File: config.mk
export PLATFORM = sky130hd
export DESIGN_NAME = fir_tap_sequencer
export DESIGN_NICKNAME = d
export VERILOG_FILES = /design/src/rtl/fir_tap_sequencer.sv
export SDC_FILE = /design/constraint.sdc
export NUM_CORES = 1
export LEC_CHECK = 0
export ABC_AREA = 1
export ABC_CLOCK_PERIOD_IN_PS = 2240
export BUFFER_PORTS_ARGS = -buffer_cell sky130_fd_sc_hd__buf_2
export CAP_MARGIN = 20
export CORE_MARGIN = 4
export CORE_UTILIZATION = 40
export DETAILED_ROUTE_END_ITERATION = 16
export PLACE_DENSITY = 0.75
export SYNTH_ARGS = -nofsm -noshare
export SYNTH_HDL_FRONTEND = slang
export SYNTH_SLANG_ARGS = --single-unit
File: constraint.sdc
create_clock -name axis_clk -period 2.24 [get_ports axis_clk]
set_input_delay 0.224 -clock axis_clk [delete_from_list [all_inputs] [get_ports axis_clk]]
set_output_delay 0.224 -clock axis_clk [all_outputs]
set_load 0.01 [all_outputs]
File: src/rtl/fir_tap_sequencer.sv
// FIR tap sequencer: stores stream samples in a circular data RAM,
// walks the taps to drive the MAC, and streams each result out.
module fir_tap_sequencer #(
  parameter int NTAP   = 11,
  parameter int ADDR_W = 12,
  parameter int DW     = 32
) (
  input  logic              axis_clk,
  input  logic              axis_rst_n,
  input  logic              ap_start,
  input  logic [31:0]       data_length,
  output logic              ap_idle,
  output logic              ap_done,
  output logic              tlast_err,
  input  logic              ss_tvalid,
  input  logic [DW-1:0]     ss_tdata,
  input  logic              ss_tlast,
  output logic              ss_tready,
  output logic              sm_tvalid,
  output logic [DW-1:0]     sm_tdata,
  output logic              sm_tlast,
  input  logic              sm_tready,
  output logic              tap_EN,
  output logic [ADDR_W-1:0] tap_A,
  output logic              data_EN,
  output logic [3:0]        data_WE,
  output logic [ADDR_W-1:0] data_A,
  output logic [DW-1:0]     data_Di,
  output logic              mac_EN,
  output logic              mac_clr,
  input  logic [DW-1:0]     mac_result
);

  localparam int IW = (NTAP > 1) ? $clog2(NTAP) : 1;
  localparam logic [IW:0] NT = (IW+1)'(NTAP);
  localparam logic [IW-1:0] KMAX = IW'(NTAP - 1);

  typedef enum logic [2:0] {
    S_IDLE,
    S_CLEAR,
    S_WAIT,
    S_MAC,
    S_DRAIN,
    S_OUT,
    S_DONE
  } state_t;

  state_t state;
  state_t nxt;

  logic [IW-1:0] k;
  logic [IW-1:0] wp;
  logic [31:0]   cnt;
  logic [31:0]   len;
  logic          err;

  logic          k_last;
  logic          last_smp;
  logic [IW-1:0] wp_inc;
  logic [IW:0]   rd_idx;

  function automatic logic [ADDR_W-1:0] baddr(
    input logic [IW-1:0] i
  );
    return ADDR_W'({i, 2'b00});
  endfunction

  assign k_last   = (k == KMAX);
  assign last_smp = (cnt == len - 32'd1);
  assign wp_inc   = (wp == KMAX) ? '0 : wp + 1'b1;

  // circular read index (wp - k) mod NTAP without a divider
  always_comb begin
    rd_idx = {1'b0, wp} - {1'b0, k};
    if (wp < k)
      rd_idx = {1'b0, wp} + NT - {1'b0, k};
  end

  always_ff @(posedge axis_clk or negedge axis_rst_n) begin
    if (!axis_rst_n) begin
      state <= S_IDLE;
      k     <= '0;
      wp    <= '0;
      cnt   <= '0;
      len   <= '0;
      err   <= 1'b0;
    end else begin
      state <= nxt;
      unique case (state)
        S_IDLE: begin
          if (ap_start) begin
            len <= data_length;
            err <= 1'b0;
            k   <= '0;
          end
        end
        S_CLEAR: begin
          k   <= k_last ? '0 : k + 1'b1;
          wp  <= '0;
          cnt <= '0;
        end
        S_WAIT: begin
          if (ss_tvalid) begin
            k <= '0;
            if (ss_tlast != last_smp)
              err <= 1'b1;
          end
        end
        S_MAC: begin
          k <= k_last ? '0 : k + 1'b1;
        end
        S_OUT: begin
          if (sm_tready) begin
            wp  <= wp_inc;
            cnt <= cnt + 32'd1;
          end
        end
        default: ;
      endcase
    end
  end

  always_comb begin
    nxt = state;
    unique case (state)
      S_IDLE:
        if (ap_start) nxt = S_CLEAR;
      S_CLEAR:
        if (k_last)
          nxt = (len == 32'd0) ? S_DONE : S_WAIT;
      S_WAIT:
        if (ss_tvalid) nxt = S_MAC;
      S_MAC:
        if (k_last) nxt = S_DRAIN;
      S_DRAIN:
        nxt = S_OUT;
      S_OUT:
        if (sm_tready)
          nxt = (cnt + 32'd1 == len) ? S_DONE : S_WAIT;
      S_DONE:
        nxt = S_IDLE;
      default:
        nxt = S_IDLE;
    endcase
  end

  assign tlast_err = err;

  always_comb begin
    ap_idle   = 1'b0;
    ap_done   = 1'b0;
    ss_tready = 1'b0;
    sm_tvalid = 1'b0;
    sm_tdata  = '0;
    sm_tlast  = 1'b0;
    tap_EN    = 1'b0;
    tap_A     = '0;
    data_EN   = 1'b0;
    data_WE   = 4'h0;
    data_A    = '0;
    data_Di   = '0;
    mac_EN    = 1'b0;
    mac_clr   = 1'b0;
    unique case (state)
      S_IDLE: ap_idle = 1'b1;
      S_CLEAR: begin
        data_EN = 1'b1;
        data_WE = 4'hF;
        data_A  = baddr(k);
      end
      S_WAIT: begin
        ss_tready = 1'b1;
        if (ss_tvalid) begin
          data_EN = 1'b1;
          data_WE = 4'hF;
          data_A  = baddr(wp);
          data_Di = ss_tdata;
          mac_clr = 1'b1;
        end
      end
      S_MAC: begin
        tap_EN  = 1'b1;
        tap_A   = baddr(k);
        data_EN = 1'b1;
        data_A  = baddr(rd_idx[IW-1:0]);
        // RAM data lags the address by one cycle
        mac_EN  = (k != '0);
      end
      S_DRAIN: mac_EN = 1'b1;
      S_OUT: begin
        sm_tvalid = 1'b1;
        sm_tdata  = mac_result;
        sm_tlast  = last_smp;
      end
      S_DONE: ap_done = 1'b1;
      default: ;
    endcase
  end

endmodule

==> out/results.tsv <==
metric	value	unit
area_growth	49.7	%
yosysUniqueCellTypes	46	
worstReg2RegEnd	tlast_err	
status	finished, violations left	
cp-end-kind	primary output	
ant_nets	0	
ir_drop	0.907	mV
cp_max_fo	8	
placed_cells	1700	
portBuffers	187	
track_usage	27.7	%
vias	8785	
worst_slew_margin_rel	57.4	%
finalPower	9.56	mW
fin_nets	1632	
final_cells	1745	
clock_skew	0.00770	ns
io_pins	204	
ys_seq_area_share	27.2	%
whs_endpoint	len[9]	
final_layout_size_suffix_gt1_share	37.9	%
grt_pass1_vias	8489	
fin_crit	2.79	ns
fin_ws	-0.549	ns
final_cell_mix	291 x nand2_1, 187 x buf_4, 185 x buf_2, 184 x nor2_1, 136 x inv_1	
post_synth.cell_area_avg	6.12	µm²
root_buffer	clkbuf_16	
die_w	140	µm
core	17200	µm²
dieHeight	140	µm
fillCellCount	1586	
die_area	19700	µm²
worstPathRequired	2.02	ns
failed_checks	negative setup slack	
cts_max_level	3	
final_common_cell	nand2_1	
cts_buffers	9	
antenna_cells	0	
ys_warn_count	0	
syn_inst	1143	
tns	-1.65	ns
cpMaxStageDelayCell	dfrtp_1	
cap_violations	0	
start_kind	flop	
grt_remaining_overflow	0	
crit_family	simple AND/OR/NAND/NOR gates	
crit_type	flop to primary output	
rows	48	
hold_violations	0	
remaining_drc_errors	0	
p_leak	5.41	nW
finalMaxSlewViolations	0	
crit_path_frequent_cell	nand2_1	
gp_congestion	1.03	
period_share	125	%
min_path_type	primary input to flop	
routedWlPerCell	16.0	µm
tightest_slew	0.639	ns
grt_setup_unrepaired	true	
cts_max_path_buffers	2	
initialDrtViolationCount	642	
grt_pass1_wl	43500	µm
arrival	2.57	ns
fmax	358	MHz
hp-start	data_length[9]	
r2r-start	len[1]	
drt_pass1_iterations	5	
r2r_setup_slack	-0.22	ns
reg2reg_depth	20	
synth-seq-cells	76	
initial_core_util	40.6	%
p_per_area	913	nW/µm²
antenna_found_initial	0	
path_cells	inv_2 > ha_4 > nand2_8 > nor2_8 > buf_4 > buf_4 > o21ai_1 > nand2_1 > nand2_1 > nor2_1 > nand2_1 > nor2_2 > nand3_2 > nor2_4 > nand2_4 > nor2_4 > buf_6	
insertion_delay	0.36	ns
syn_area	7000	µm²
grt_max_degree	57	
cts_tree	done	
routed_wl	27800	µm
clkTransAtPathRegs	0.06	ns
setup_viol	6	
viasPerCell	5.03	
dpl.hpwl	22000	µm
numClockSinks	76	
min_path_cells	2	
cpPeakStageDelay	0.41	ns
crit_buf_inv	4	
-- cell usage after synthesis, drive strengths merged --
cell | instances | area (µm²)
a22oi | 1 | 7.51
nor2 | 248 | 1040
mux2i | 2 | 20.0
mux2 | 10 | 113
xor2 | 27 | 236
nor4 | 2 | 12.5
o22ai | 25 | 156
conb | 1 | 3.75
a41oi | 1 | 16.3
nand3 | 97 | 498
o221ai | 4 | 35.0
a22o | 1 | 8.76
xnor2 | 7 | 61.3
a31oi | 2 | 12.5
o211a | 1 | 10.0
ha | 12 | 150
clkbuf | 15 | 56.3
nand4 | 21 | 131
xnor3 | 1 | 22.5
clkinv | 3 | 11.3
a21oi | 30 | 150
a31o | 1 | 8.76
o21ai | 39 | 195
dfrtp | 76 | 1900
nor3 | 4 | 25.0
fa | 3 | 60.1
or2 | 4 | 25.0
buf | 30 | 204
nand2 | 321 | 1230
inv | 150 | 563
o21a | 1 | 7.51
o211ai | 1 | 7.51
o31ai | 2 | 15.0
-- worst max-delay path by stage --
stage | depth (start not counted) | end | slack (ns) | start
after floorplan | 7 | data_A[5] | 0.05 | wp[0]
after global placement | 13 | sm_tlast | -0.42 | len[7]
after detailed placement | 14 | sm_tlast | -0.39 | len[1]
after CTS | 15 | sm_tlast | -0.51 | len[1]
after global routing | 17 | sm_tlast | -0.67 | len[1]
final | 17 | sm_tlast | -0.55 | len[1]
-- registers in the layout (all words and copies together), names as in the netlist --
name / flops
tlast_err: 1
state: 3
cnt: 32
wp: 4
len: 32
k: 4
-- layout make-up --
type / instances / area (µm²) / share of cell area, %
clock buffers: 13 / 270 / 2.58
clock inverters: 3 / 20.0 / 0.191
inverters: 153 / 576 / 5.50
multi-input cells: 884 / 4830 / 46.1
flip-flops and latches: 76 / 1910 / 18.3
well taps: 225 / 282 / 2.69
repair buffers: 391 / 2580 / 24.7
-- worst register-to-register path, stage by stage (launching register included) --
cell and delay [ns]:
dfrtp_1 0.41, inv_2 0.11, ha_4 0.20, nand2_8 0.09, nor2_8 0.19, buf_4 0.14, buf_4 0.09, o21ai_1 0.06
nand2_1 0.07, nand2_1 0.04, nor2_1 0.10, nand2_1 0.07, nor2_2 0.12, nand3_2 0.10, nor2_4 0.15, buf_4 0.14
buf_4 0.09, nand3_1 0.07, nand3_1 0.09, nand2_1 0.05, nand2_1 0.05
-- report_power, final --
part	internal [mW]	switching (mW)	leakage (nW)
clock	0.841	0.624	0.138
sequential	1.74	0.433	0.948
combinational	2.53	3.39	4.32
-- layer usage --
layer | part of all wire (%) | vias to the layer above | wire length [µm] | GRT usage, %
met2 | 47 | 386 | 13200 | 45.6
li1 | - | 4316 | - | -
met5 | 0 | - | 0 | 0
met4 | 2.2 | 0 | 624 | 8.01
met3 | 8.0 | 44 | 2230 | 4.95
met1 | 42 | 4039 | 11800 | 37.4
-- per-stage QoR --
stage	setup slack (ns)	cell area (µm²)	utilization, %	hold WS, ns
floorplan	0.0518	7050	-	-0.0716
detailed placement	-0.391	9380	54.4	0.232
global placement	-0.424	9380	54.4	0.220
CTS	-0.507	10000	58.3	0.0962
global route	-0.673	10500	60.7	0.102
finish	-0.549	10500	60.7	0.100
-- repair_timing --
item                                    CTS  global route
buffers inserted                         12            16
gates cloned                              0             0
endpoints found under the setup margin   11            41
endpoints found under the hold margin    35             0
pin swaps                                40            39
hold buffers                              1             0
gates resized for setup                  75            95
-- logic make-up after synthesis --
family                   after synthesis  synth area share, %
AO/OA/AOI/OAI                        109                 9.01
XOR/XNOR                              35                 4.58
adder cells (fa/ha/maj)               15                 3.00
buffers and inverters                198                 11.9
flip-flops                            76                 27.2
multiplexers                          12                 1.90
other                                  1               0.0536
AND/OR/NAND/NOR                      697                 42.3
Note: power is estimated with default switching activity, not from simulation.
